<file path="src/rtl/shift_pkg.sv">
// Shared constants for the multicycle shift sequencer: state encoding,
// shift-type codes and the per-stage shift amounts (index k -> 2^k).
package shift_pkg;

  localparam int WIDTH   = 32;
  localparam int NSTAGES = 5;

  localparam logic [1:0] IDLE  = 2'd0;
  localparam logic [1:0] SHIFT = 2'd1;
  localparam logic [1:0] DONE  = 2'd2;

  localparam logic [1:0] SHIFT_SLL = 2'b00;
  localparam logic [1:0] SHIFT_SRA = 2'b01;
  localparam logic [1:0] SHIFT_SRL = 2'b10;

  // Element k holds 2^k, so the list reads in execution order 16,8,4,2,1.
  localparam logic [4:0] STAGE_AMT [NSTAGES-1:0] = '{5'd16, 5'd8, 5'd4, 5'd2, 5'd1};

  // True when no shamt bit below stage index k is set.
  function automatic logic low_bits_clear(input logic [NSTAGES-1:0] shamt,
                                          input logic [2:0] k);
    low_bits_clear = 1'b1;
    for (int i = 0; i < NSTAGES; i++) begin
      if ((i < int'(k)) && shamt[i]) low_bits_clear = 1'b0;
    end
  endfunction

endpackage

</file>
<file path="src/rtl/shift_stage_mux.sv">
// Combinational selector: builds the fixed-amount SLL/SRL/SRA stages and
// returns the one for the current stage index k and shift kind.
module shift_stage_mux
  import shift_pkg::*;
(
  input  logic [WIDTH-1:0] work,
  input  logic [2:0]       k,
  input  logic [1:0]       shift_type,
  output logic [WIDTH-1:0] stage_out
);

  logic [WIDTH-1:0] sll_s [NSTAGES];
  logic [WIDTH-1:0] srl_s [NSTAGES];
  logic [WIDTH-1:0] sra_s [NSTAGES];

  for (genvar g = 0; g < NSTAGES; g++) begin : g_stage
    assign sll_s[g] = work << STAGE_AMT[g];
    assign srl_s[g] = work >> STAGE_AMT[g];
    assign sra_s[g] = $signed(work) >>> STAGE_AMT[g];
  end

  // Reserved type 2'b11 falls through to SLL.
  always_comb begin
    stage_out = work;
    if (k < 3'(NSTAGES)) begin
      case (shift_type)
        SHIFT_SRA: stage_out = sra_s[k];
        SHIFT_SRL: stage_out = srl_s[k];
        default:   stage_out = sll_s[k];
      endcase
    end
  end

endmodule

</file>
<file path="src/rtl/shift_sequencer.sv">
// Multicycle 32-bit shifter: one barrel stage (16,8,4,2,1) per clock.
// Define SHIFT_SEQ_EARLY_EXIT_EN to finish at the lowest set shamt bit.
module shift_sequencer
  import shift_pkg::*;
(
  input  logic             clock,
  input  logic             reset,
  input  logic             ctrl_shift,
  input  logic [1:0]       ctrl_type,
  input  logic [WIDTH-1:0] data_operandA,
  input  logic [4:0]       ctrl_shamt,
  output logic [WIDTH-1:0] data_result,
  output logic             data_resultRDY,
  output logic             busy,
  output logic [1:0]       dbg_state
);

  // Handshake: a start is taken on any edge where ctrl_shift=1 and the
  // unit is ready (IDLE or DONE); data_resultRDY is a one-cycle pulse
  // while in DONE, and busy covers exactly the SHIFT cycles.
  logic [1:0]       state, state_next;
  logic [2:0]       k;
  logic [4:0]       shamt_q;
  logic [1:0]       type_q;
  logic [WIDTH-1:0] work, work_next, stage_out;
  logic             ready, accept, last_stage;

  shift_stage_mux u_stage_mux (
    .work       (work),
    .k          (k),
    .shift_type (type_q),
    .stage_out  (stage_out)
  );

  assign ready     = (state == IDLE) || (state == DONE);
  assign accept    = ready && ctrl_shift;
  assign work_next = shamt_q[k] ? stage_out : work;

`ifdef SHIFT_SEQ_EARLY_EXIT_EN
  assign last_stage = low_bits_clear(shamt_q, k);
`else
  assign last_stage = (k == 3'd0);
`endif

  always_ff @(posedge clock or negedge reset) begin
    if (!reset) state <= IDLE;
    else        state <= state_next;
  end

  always_comb begin
    state_next = state;
    case (state)
      IDLE:    if (ctrl_shift) state_next = SHIFT;
      SHIFT:   if (last_stage) state_next = DONE;
      DONE:    state_next = ctrl_shift ? SHIFT : IDLE;
      default: state_next = IDLE;
    endcase
  end

  always_comb begin
    data_resultRDY = (state == DONE);
    busy           = (state == SHIFT);
    dbg_state      = state;
  end

  always_ff @(posedge clock or negedge reset) begin
    if (!reset) begin
      work        <= '0;
      shamt_q     <= '0;
      type_q      <= '0;
      k           <= '0;
      data_result <= '0;
    end else if (accept) begin
      work    <= data_operandA;
      shamt_q <= ctrl_shamt;
      type_q  <= ctrl_type;
      k       <= 3'(NSTAGES - 1);
    end else if (state == SHIFT) begin
      work <= work_next;
      if (last_stage) data_result <= work_next;
      else            k <= k - 3'd1;
    end
  end

endmodule

</file>
<file path="config.mk">
export PLATFORM = sky130hd
export DESIGN_NAME = shift_sequencer
export DESIGN_NICKNAME = d
export VERILOG_FILES = /design/src/rtl/shift_pkg.sv /design/src/rtl/shift_stage_mux.sv /design/src/rtl/shift_sequencer.sv
export SDC_FILE = /design/constraint.sdc
export NUM_CORES = 1
export LEC_CHECK = 0
export ABC_AREA = 1
export CORE_ASPECT_RATIO = 0.8
export CORE_MARGIN = 10
export CORE_UTILIZATION = 55
export DETAILED_ROUTE_END_ITERATION = 7
export PLACE_DENSITY = 0.78
export SYNTH_ARGS = -nofsm -noshare
export SYNTH_HDL_FRONTEND = slang
export SYNTH_SLANG_ARGS = --single-unit
</file>
<file path="constraint.sdc">
create_clock -name clock -period 2.4 [get_ports clock]
set_clock_uncertainty 0.1 [all_clocks]
set_input_delay 0.48 -clock clock [delete_from_list [all_inputs] [get_ports clock]]
set_output_delay 0.48 -clock clock [all_outputs]
set_load 0.005 [all_outputs]
</file>
==> results.ini <==
[drt]
top_layer_used=met4
wl_per_cell_um=19.5
drtAntennaViolNets=0
routed_via_density=5.93
drcViolationCount=0
drtIter0Drc=1236
wl_met1_um=9240
dr_total_vias=6854
met3WireLength_um=3190
routed_wl_um=22500
dr_wl_met2_um=9440
drt_first_pass_iters=6

[job]
maxCapViolCount=0

[critical_path]
crit_chain=nor2_2 > buf_4 > clkdlybuf4s50_1
worstPathMaxFanout=6
critPathArrivalTime_ps=1670
critPathSlowestCell=clkdlybuf4s50_1
crit_buf_inv=2
crit_family=buffers and inverters
slowest_delay_ps=520
crit_required_ps=1820
cp-end-kind=output port
startpoint_type=register
timing_worst_setup_path_type=reg2out

[cts]
cts_max_level=3
path_clk_slew_ps=70
cts_tree=yes
cts-root-buf=clkbuf_16
post_cts_buffers=0
numCtsBuffers=9
cts.sinks=76
clock_latency_ps=340
clockBufferDepth=2

[power_and_ir_drop]
vdd_drop_max_uv=988
p_leak_nw=3.68
powerDensity_nw_per_um2=1710

[yosys]
syn_inst=937
synth_seq_area_share=0.335
syn_area_um2=5680
yosys_register_bits=76
yosys_warnings=0
synth_fp_nets=983
synth_area_per_cell_um2=6.07
ys_types=27

[global_route]
antenna_found_initial=1
overflow=0
grt_max_degree=49
grt_pass1_wl_um=36100
grt.total_usage=0.301
grt_pass1_vias=6492

[sta]
setup_viol=0
period_share=0.939
rsz0062_at_grt=false
layout_min_cycle_time_ps=2250
drv_slew=0
tightest_slew_ps=674
hold_viol=0
fmax_ghz=0.444
final.setup.tns_ps=0
slew_headroom=0.550

[min_path]
hp-class=reg2reg

[floorplan]
start_util=0.560
die-area_um2=14800
num_io_pins=78
fp.dieW_um=134
die_h_um=111
coreArea_um2=10200
num_rows=33

[finish]
layoutNonFillerInstCount=1156
syn_to_final_growth_pct=24.7
postLayoutCellArea_um2=7090
fin_nets=1058
num_antenna_cells=0
drive_gt1_frac=0.0778

[placed_design]
placedInstanceArea_um2=6740
gp_congestion=1.08
dpl.cell_count=1140
place_hpwl_um=16800
io_buffers=77

[run_status]
status=complete, no violations

## cells in the mapped netlist
library cell,n,area (um^2)
o22ai_1,3,18.8
nor2_1,37,139
ha_1,4,50.1
nand2_2,11,68.8
clkbuf_1,23,86.3
o211ai_1,5,37.5
nand2_1,383,1440
and2_1,2,12.5
nor2_4,1,11.3
nand2_4,3,33.8
inv_2,7,26.3
o21ai_1,1,5.00
a21oi_1,8,40.0
nand3_2,2,20.0
clkinv_1,1,3.75
buf_2,19,95.1
inv_1,77,289
nor2_2,3,18.8
o21ai_0,66,330
o21a_1,2,15.0
dfrtp_1,76,1900
nand3_1,195,976
nor2_8,1,20.0
nand4_1,1,6.26
buf_6,2,22.5
buf_1,3,11.3
buf_4,1,7.51
## registers in the layout, indices dropped and copies added, names as in the netlist
register	flops
data_result	32
dbg_state	2
k	3
shamt_q	5
type_q	2
work	32
## layout make-up
type                            count  area [um^2]
Fill cell                         918         3070
Tap cell                          140          175
Clock inverter                      6          113
Timing Repair Buffer              112         1110
Sequential cell                    76         1900
Multi-Input combinational cell    728         3250
Inverter                           85          319
Clock buffer                        9          225
## worst paths after layout
kind	from	endpoint	slack, ps	cells past startpoint
hold / removal	data_result[15]	data_result[15]	380	2
max in group asynchronous	reset	dbg_state[0]	1110	3
setup reg to reg	type_q[0]	work[15]	160	10
setup / recovery	dbg_state[1]	busy	150	3
min in group asynchronous	reset	data_result[7]	510	2
hold reg to reg	data_result[15]	data_result[15]	380	2
## per-layer routing
layer	track usage	vias up
li1	-	3154
met5	0	-
met2	0.439	498
met3	0.110	80
met4	0.0739	0
met1	0.411	3122
## cell usage in the layout, fill, tap and decap left out, types with 5 or more instances in the layout
master / count
buf_12: 6
nand3_1: 195
buf_4: 29
nor2_1: 37
o211ai_1: 5
clkdlybuf4s50_1: 76
a21oi_1: 8
o21ai_0: 66
dfrtp_1: 76
inv_1: 77
clkbuf_16: 9
inv_2: 7
nand2_1: 383
nand2_2: 11
## worst min-delay path, cell delays in order, from the launching register on
cell and delay (ps):
dfrtp_1 340, nand2_1 50, nand2_1 50
## stage by stage
step | utilization | hold WS [ps] | total power [mW] | worst slack (ps)
2_1_floorplan | - | 84.4 | 7.32 | 383
3_3_place_gp | 0.663 | 334 | 10.1 | 225
3_5_place_dp | 0.663 | 343 | 10.2 | 146
4_1_cts | 0.697 | 382 | 11.9 | 131
5_1_grt | 0.698 | 404 | 13.0 | 45.0
6_report | 0.698 | 379 | 12.1 | 145
## report_power, final
| part | internal, mW | total (mW) | switching, mW | leakage (nW) |
|---|---|---|---|---|
| logic | 2.73 | 8.01 | 5.28 | 2.58 |
| registers | 1.94 | 2.54 | 0.597 | 0.931 |
| clock network | 1.02 | 1.60 | 0.587 | 0.166 |
## cells by family (layout without fill, tap and decap cells)
kind of cell,Yosys count,in the layout,share of synthesized area
adder cells (fa/ha/maj),4,4,0.00881
buffers and inverters,133,212,0.0953
AND/OR/NAND/NOR,639,639,0.483
flip-flops,76,76,0.335
AO/OA/AOI/OAI,85,85,0.0786
## what timing repair did
action                                  CTS  global route
resized for setup                         0             2
hold buffers                              1             0
hold endpoints to repair                 28             0
endpoints found under the setup margin    0            24
(Power assumes the default switching activity.)
